==> src/rtl/ild_sequencer.sv <==
// Sequencer for the LD (nn),HL / LD HL,(nn) / LD (nn),A / LD A,(nn) family:
// fetches the two immediate bytes, then performs one or two memory transfers.
//
// state    | meaning
// IDLE     | waiting for a one-hot start request
// FETCH_LO | reading nn[7:0] from PCcap
// FETCH_HI | reading nn[15:8] from PCcap+1
// XFER0    | first data transfer at nn
// XFER1    | second data transfer at nn+1 (16-bit kinds only)
// DONE     | one-cycle completion
module ild_sequencer (
    input  logic        CLK,
    input  logic        RESET,
    input  logic [3:0]  StartILD,
    input  logic [15:0] PC,
    input  logic [7:0]  RegL,
    input  logic [7:0]  RegH,
    input  logic [7:0]  RegA,
    input  logic [7:0]  MemDataIn,
    input  logic        MemAck,
    output logic        MemReq,
    output logic        MemWrite,
    output logic [15:0] MemAddr,
    output logic [7:0]  MemDataOut,
    output logic        PC_Inc,
    output logic        WriteL,
    output logic        WriteH,
    output logic        WriteA,
    output logic [7:0]  WriteData,
    output logic        Busy,
    output logic        Done
);

    typedef enum logic [2:0] {
        IDLE     = 3'd0,
        FETCH_LO = 3'd1,
        FETCH_HI = 3'd2,
        XFER0    = 3'd3,
        XFER1    = 3'd4,
        DONE     = 3'd5
    } state_t;

    state_t      state_q, state_d;
    logic [3:0]  kind_q, kind_d;
    logic [15:0] pc_q, pc_d;
    logic [15:0] nn_q, nn_d;
    logic [7:0]  l_q, l_d;
    logic [7:0]  h_q, h_d;
    logic [7:0]  a_q, a_d;

    logic start_ok;
    logic kind_wr;
    logic kind_16;

    assign start_ok = (StartILD != 4'd0) && ((StartILD & (StartILD - 4'd1)) == 4'd0);
    assign kind_wr  = kind_q[0] | kind_q[2];
    assign kind_16  = kind_q[0] | kind_q[1];

    always_ff @(posedge CLK) begin
        if (RESET) begin
            state_q <= IDLE;
            kind_q  <= 4'd0;
            pc_q    <= 16'd0;
            nn_q    <= 16'd0;
            l_q     <= 8'd0;
            h_q     <= 8'd0;
            a_q     <= 8'd0;
        end else begin
            state_q <= state_d;
            kind_q  <= kind_d;
            pc_q    <= pc_d;
            nn_q    <= nn_d;
            l_q     <= l_d;
            h_q     <= h_d;
            a_q     <= a_d;
        end
    end

    always_comb begin
        state_d = state_q;
        kind_d  = kind_q;
        pc_d    = pc_q;
        nn_d    = nn_q;
        l_d     = l_q;
        h_d     = h_q;
        a_d     = a_q;
        case (state_q)
            IDLE: begin
                if (start_ok) begin
                    state_d = FETCH_LO;
                    kind_d  = StartILD;
                    pc_d    = PC;
                    l_d     = RegL;
                    h_d     = RegH;
                    a_d     = RegA;
                end
            end
            FETCH_LO: if (MemAck) begin
                nn_d[7:0] = MemDataIn;
                state_d   = FETCH_HI;
            end
            FETCH_HI: if (MemAck) begin
                nn_d[15:8] = MemDataIn;
                state_d    = XFER0;
            end
            XFER0:   if (MemAck) state_d = kind_16 ? XFER1 : DONE;
            XFER1:   if (MemAck) state_d = DONE;
            DONE:    state_d = IDLE;
            default: state_d = IDLE;
        endcase
    end

    // Outputs are forced low while RESET is high so an aborted sequence
    // cannot emit a strobe in the reset cycle itself.
    always_comb begin
        MemReq     = 1'b0;
        MemWrite   = 1'b0;
        MemAddr    = 16'd0;
        MemDataOut = 8'd0;
        PC_Inc     = 1'b0;
        WriteL     = 1'b0;
        WriteH     = 1'b0;
        WriteA     = 1'b0;
        WriteData  = 8'd0;
        Busy       = 1'b0;
        Done       = 1'b0;
        if (!RESET) begin
            Busy = (state_q != IDLE);
            case (state_q)
                FETCH_LO: begin
                    MemReq  = 1'b1;
                    MemAddr = pc_q;
                    PC_Inc  = MemAck;
                end
                FETCH_HI: begin
                    MemReq  = 1'b1;
                    MemAddr = pc_q + 16'd1;
                    PC_Inc  = MemAck;
                end
                XFER0: begin
                    MemReq  = 1'b1;
                    MemAddr = nn_q;
                    if (kind_wr) begin
                        MemWrite   = 1'b1;
                        MemDataOut = kind_q[0] ? l_q : a_q;
                    end else if (MemAck) begin
                        WriteL    = kind_q[1];
                        WriteA    = kind_q[3];
                        WriteData = MemDataIn;
                    end
                end
                XFER1: begin
                    MemReq  = 1'b1;
                    MemAddr = nn_q + 16'd1;
                    if (kind_q[0]) begin
                        MemWrite   = 1'b1;
                        MemDataOut = h_q;
                    end else if (MemAck) begin
                        WriteH    = 1'b1;
                        WriteData = MemDataIn;
                    end
                end
                DONE:    Done = 1'b1;
                default: ;
            endcase
        end
    end

endmodule

==> config.mk <==
export PLATFORM = sky130hd
export DESIGN_NAME = ild_sequencer
export DESIGN_NICKNAME = d
export VERILOG_FILES = /design/src/rtl/ild_sequencer.sv
export SDC_FILE = /design/constraint.sdc
export NUM_CORES = 1
export LEC_CHECK = 0
export ABC_AREA = 1
export CAP_MARGIN = 20
export CORE_MARGIN = 2
export CORE_UTILIZATION = 43
export CTS_BUF_LIST = sky130_fd_sc_hd__clkbuf_8
export DETAILED_ROUTE_END_ITERATION = 10
export GPL_ROUTABILITY_DRIVEN = 1
export GPL_TIMING_DRIVEN = 0
export MAX_ROUTING_LAYER = met4
export PLACE_DENSITY = 0.73
export SYNTH_ARGS = -nofsm -noshare
export SYNTH_HDL_FRONTEND = slang
export SYNTH_SLANG_ARGS = --single-unit
==> constraint.sdc <==
create_clock -name CLK -period 2 [get_ports CLK]
set_clock_uncertainty 0.1 [all_clocks]
set_input_delay 0.2 -clock CLK [delete_from_list [all_inputs] [get_ports CLK]]
set_output_delay 0.2 -clock CLK [all_outputs]
set_load 0.02 [all_outputs]
==> metrics list <==
- The run finished, with violations left.
* Violations in the final reports: negative setup slack
- Cell row count: 33
- In this run, distinct cell masters in the synthesized netlist total 33.
- The layout has 672 filler cells.
* Clk root buf: sky130_fd_sc_hd__clkbuf_8
* Unrepaired setup endpoints after global routing: yes
- The average instance in the mapped netlist occupies 6.29 um2.
* CTS Hold Buffers Added: 0
* IO Count: 95
- Dividing total power by cell area gives a power density of 743 nW/um2.
- For the pin with the worst max-slew slack, the measured transition is 0.887 ns.
- CTS tree: built
- Summed over all instances, the cell type with the most area after synthesis is sky130_fd_sc_hd__dfxtp_1.
* Ratio of cells with drive above 1 in the final layout: 0.303
- Number of enable-type register cells in the synthesized netlist: 0
* Initial cell density of the core: 0.450
- VDD sags by at most 485 uV.
* Worst hold-check path type: in2reg
- Htree depth: 3
- WHS: 0.363 ns
- First-pass GRT wire length: 21400 um
- Setup Crit Path Kind: reg2out
- Cells along the critical path: nor2_4 > nand2_4 > buf_8 > nand2_2 > nand2_2 > buf_4 > buf_4 > buf_4 > buf_4 > nand3_2 > nand3_2 > a21oi_2 > buf_6
- The number of nets in the synthesized netlist is 650.
* Drt via density: 5.54
- Total global routing overflow: 0
- Post-synthesis instance total: 594
- CTS sink cnt: 63
- The number of antenna diodes in the final layout is 0.
* Number of nets still failing antenna checks after routing: 0
- The die covers 9450 um2.
* Share of the synthesized area in the top cell type: 0.338
* Initial antenna violation count: 0
* Highest clock rate: 395 MHz
* Share of synthesized registers carrying an async set or reset: 0
- In this run the worst path has a maximum fanout of 5.
* WP data required: 1.70 ns
* Detail-routed net length per standard cell: 17.1 um
- For this run, the slowest stage of the critical path takes 0.35 ns.
- In this design, the critical path's most frequently occurring cell is sky130_fd_sc_hd__buf_4.
* Final max-slew violation count: 0
* Width of the chip: 97.2 um
- Type of destination of the critical path: output pin
* Floorplan core area: 8300 um2
- Worst slew margin relative to its limit: 0.409
- The net count of the finished layout is 790.
- Data on the critical path arrives at its endpoint at 2.23 ns.
- Buffers on Ports: 93
* Remaining DRCs: 0
- In the post-synthesis netlist, the biggest area contributors are sky130_fd_sc_hd__dfxtp_1 34%, sky130_fd_sc_hd__nand2_1 11%, sky130_fd_sc_hd__nor2_1 11%.
- P_leak: 2.35 nW
* Number of max-capacitance violations reported: 0
- Clock tree synthesis inserted a total of 9 buffers.
- After layout, the minimum clock period comes to 2.53 ns.
* Total GRT Usage: 0.289
- After legalization and detailed placement, the total HPWL measured 9790 um.
- During synthesis, Yosys emitted a total of 0 warnings.
- Flip-flop and latch count after synthesis: 63
- Routability-driven placement finished with a final weighted congestion of 0.941.
* CP max-delay cell: sky130_fd_sc_hd__dfxtp_4
* Area added between synthesis and finish: 58.0%
* Tcrit/Tclk final: 1.26
- Die H: 97.2 um
- The worst setup path is launched from a flop.
* Final Routed Wirelength: 14400 um
- The commonest cells after synthesis are 113 x sky130_fd_sc_hd__nand2_1, 113 x sky130_fd_sc_hd__nor2_1, 66 x sky130_fd_sc_hd__o21ai_0, 63 x sky130_fd_sc_hd__dfxtp_1, 47 x sky130_fd_sc_hd__nand3_1.
- Summing every instance area after synthesis gives 3730 um2.
* Final core occ: 0.711
- Sequential-to-total area share from yosys stat: 0.338
- The clock passes through at most 2 buffers.
* Vias in the first global route: 4421
- Pin count of the biggest net entering global routing: 12
- Total vias in the final route: 4678
- Clock-pin slew was measured on the worst setup and hold paths at 0.07 ns.
- Final setup violation count: 35
* Number of hold violations in the final report: 0
- In the synthesized netlist the dominant register cell turns out to be sky130_fd_sc_hd__dfxtp_1.
- Drt initial violations: 360
- Clock Latency Late Sink: 0.35 ns
- Setup slack on the critical path of the routed design comes to -0.530 ns.
- Pre-Repair DR Iteration Count: 5
-- stage by stage --
stage	instances	power, mW	TNS, ns	cell area, um2	setup slack, ns
4_1_cts	834	4.17	-11.79	5530	-0.480
5_1_grt	844	4.57	-14.31	5900	-0.632
3_3_place_gp	792	2.76	-23.87	4830	-0.892
6_report	844	4.38	-11.27	5900	-0.530
2_1_floorplan	594	2.33	-0.202	3770	-0.0244
3_5_place_dp	792	2.78	-24.80	4830	-0.930
-- where the power goes --
part | total [mW] | switching (mW) | leakage [nW] | internal (mW)
clock | 1.15 | 0.546 | 0.0957 | 0.602
sequential | 1.58 | 0.142 | 0.520 | 1.44
combinational | 1.65 | 0.967 | 1.73 | 0.686
total | 4.38 | 1.65 | 2.35 | 2.73
-- cell usage in the layout (no fill, tap or decap), drive strengths merged, types with 2 or more instances in the layout --
cell and count:
dfxtp 63, a31oi 4, nand3 49, clkbuf 30, nor3 3, inv 39, dlygate4sd2 2, clkinvlp 3
a22oi 12, clkinv 4, a21oi 46, a21o 8, buf 87, nand2 121, nor4 2, nor2 121
nand3b 7, nor3b 8, o21ai 68, clkdlybuf4s50 53, nand4 3
-- kinds of logic (layout without fill, tap and decap cells) --
| kind of cell | count (synthesis) | count (layout) | synth area share |
|---|---|---|---|
| fa+ha+maj | 1 | 1 | 0.00335 |
| compound gates | 140 | 141 | 0.204 |
| flops | 63 | 63 | 0.338 |
| simple gates | 315 | 315 | 0.371 |
| buf+inv | 75 | 219 | 0.0841 |
-- per-layer routing --
layer  global-route usage  up-vias  wire length [um]
met1                0.336     2143              5770
met2                0.498      243              7120
met5                    -        -                 0
met4                0.126        0               519
li1                     -     2251                 -
met3               0.0381       41              1010
-- final cells by class --
class / instances / area, um2 / area share
Sequential cell: 63 / 1270 / 0.216
Clock buffer: 10 / 138 / 0.0233
Inverter: 41 / 175 / 0.0297
Buffer: 33 / 219 / 0.0371
Tap cell: 105 / 131 / 0.0223
Timing Repair Buffer: 129 / 1250 / 0.211
Clock inverter: 6 / 61.3 / 0.0104
Multi-Input combinational cell: 457 / 2660 / 0.450
-- worst max-delay path, delay by kind of cell, from the launching register on --
kind                   cells  cell delay [ns]
AOI/OAI and AO/OA          1             0.14
buffers and inverters      6             0.80
and+or+nand+nor            6             0.59
DFF                        1             0.35
-- state kept, by name (all words and copies together), names as in the netlist --
signal,cells
a_q,8
h_q,8
kind_q,4
l_q,8
nn_q,16
pc_q,16
state_q,3
-- worst paths after layout --
path,to,slack (ns),from,cells after the start
setup / recovery,MemAddr[12],-0.53,state_q[1]$_SDFFE_PP0P_,13
setup reg to reg,a_q[7]$_SDFFE_PP0P_,0.09,state_q[1]$_SDFFE_PP0P_,8
hold reg to reg,pc_q[14]$_SDFFE_PP0P_,0.38,pc_q[14]$_SDFFE_PP0P_,2
hold / removal,l_q[4]$_SDFFE_PP0P_,0.36,RegL[4],3
-- what timing repair did --
item                       4_1_cts  5_1_grt
hold endpoints to repair         0        0
gates cloned                     2        2
setup endpoints to repair       52       68
resized for setup              266      111
buffers inserted                26        8
pin swaps                       33       32
Power figures use the tool's default switching activity.
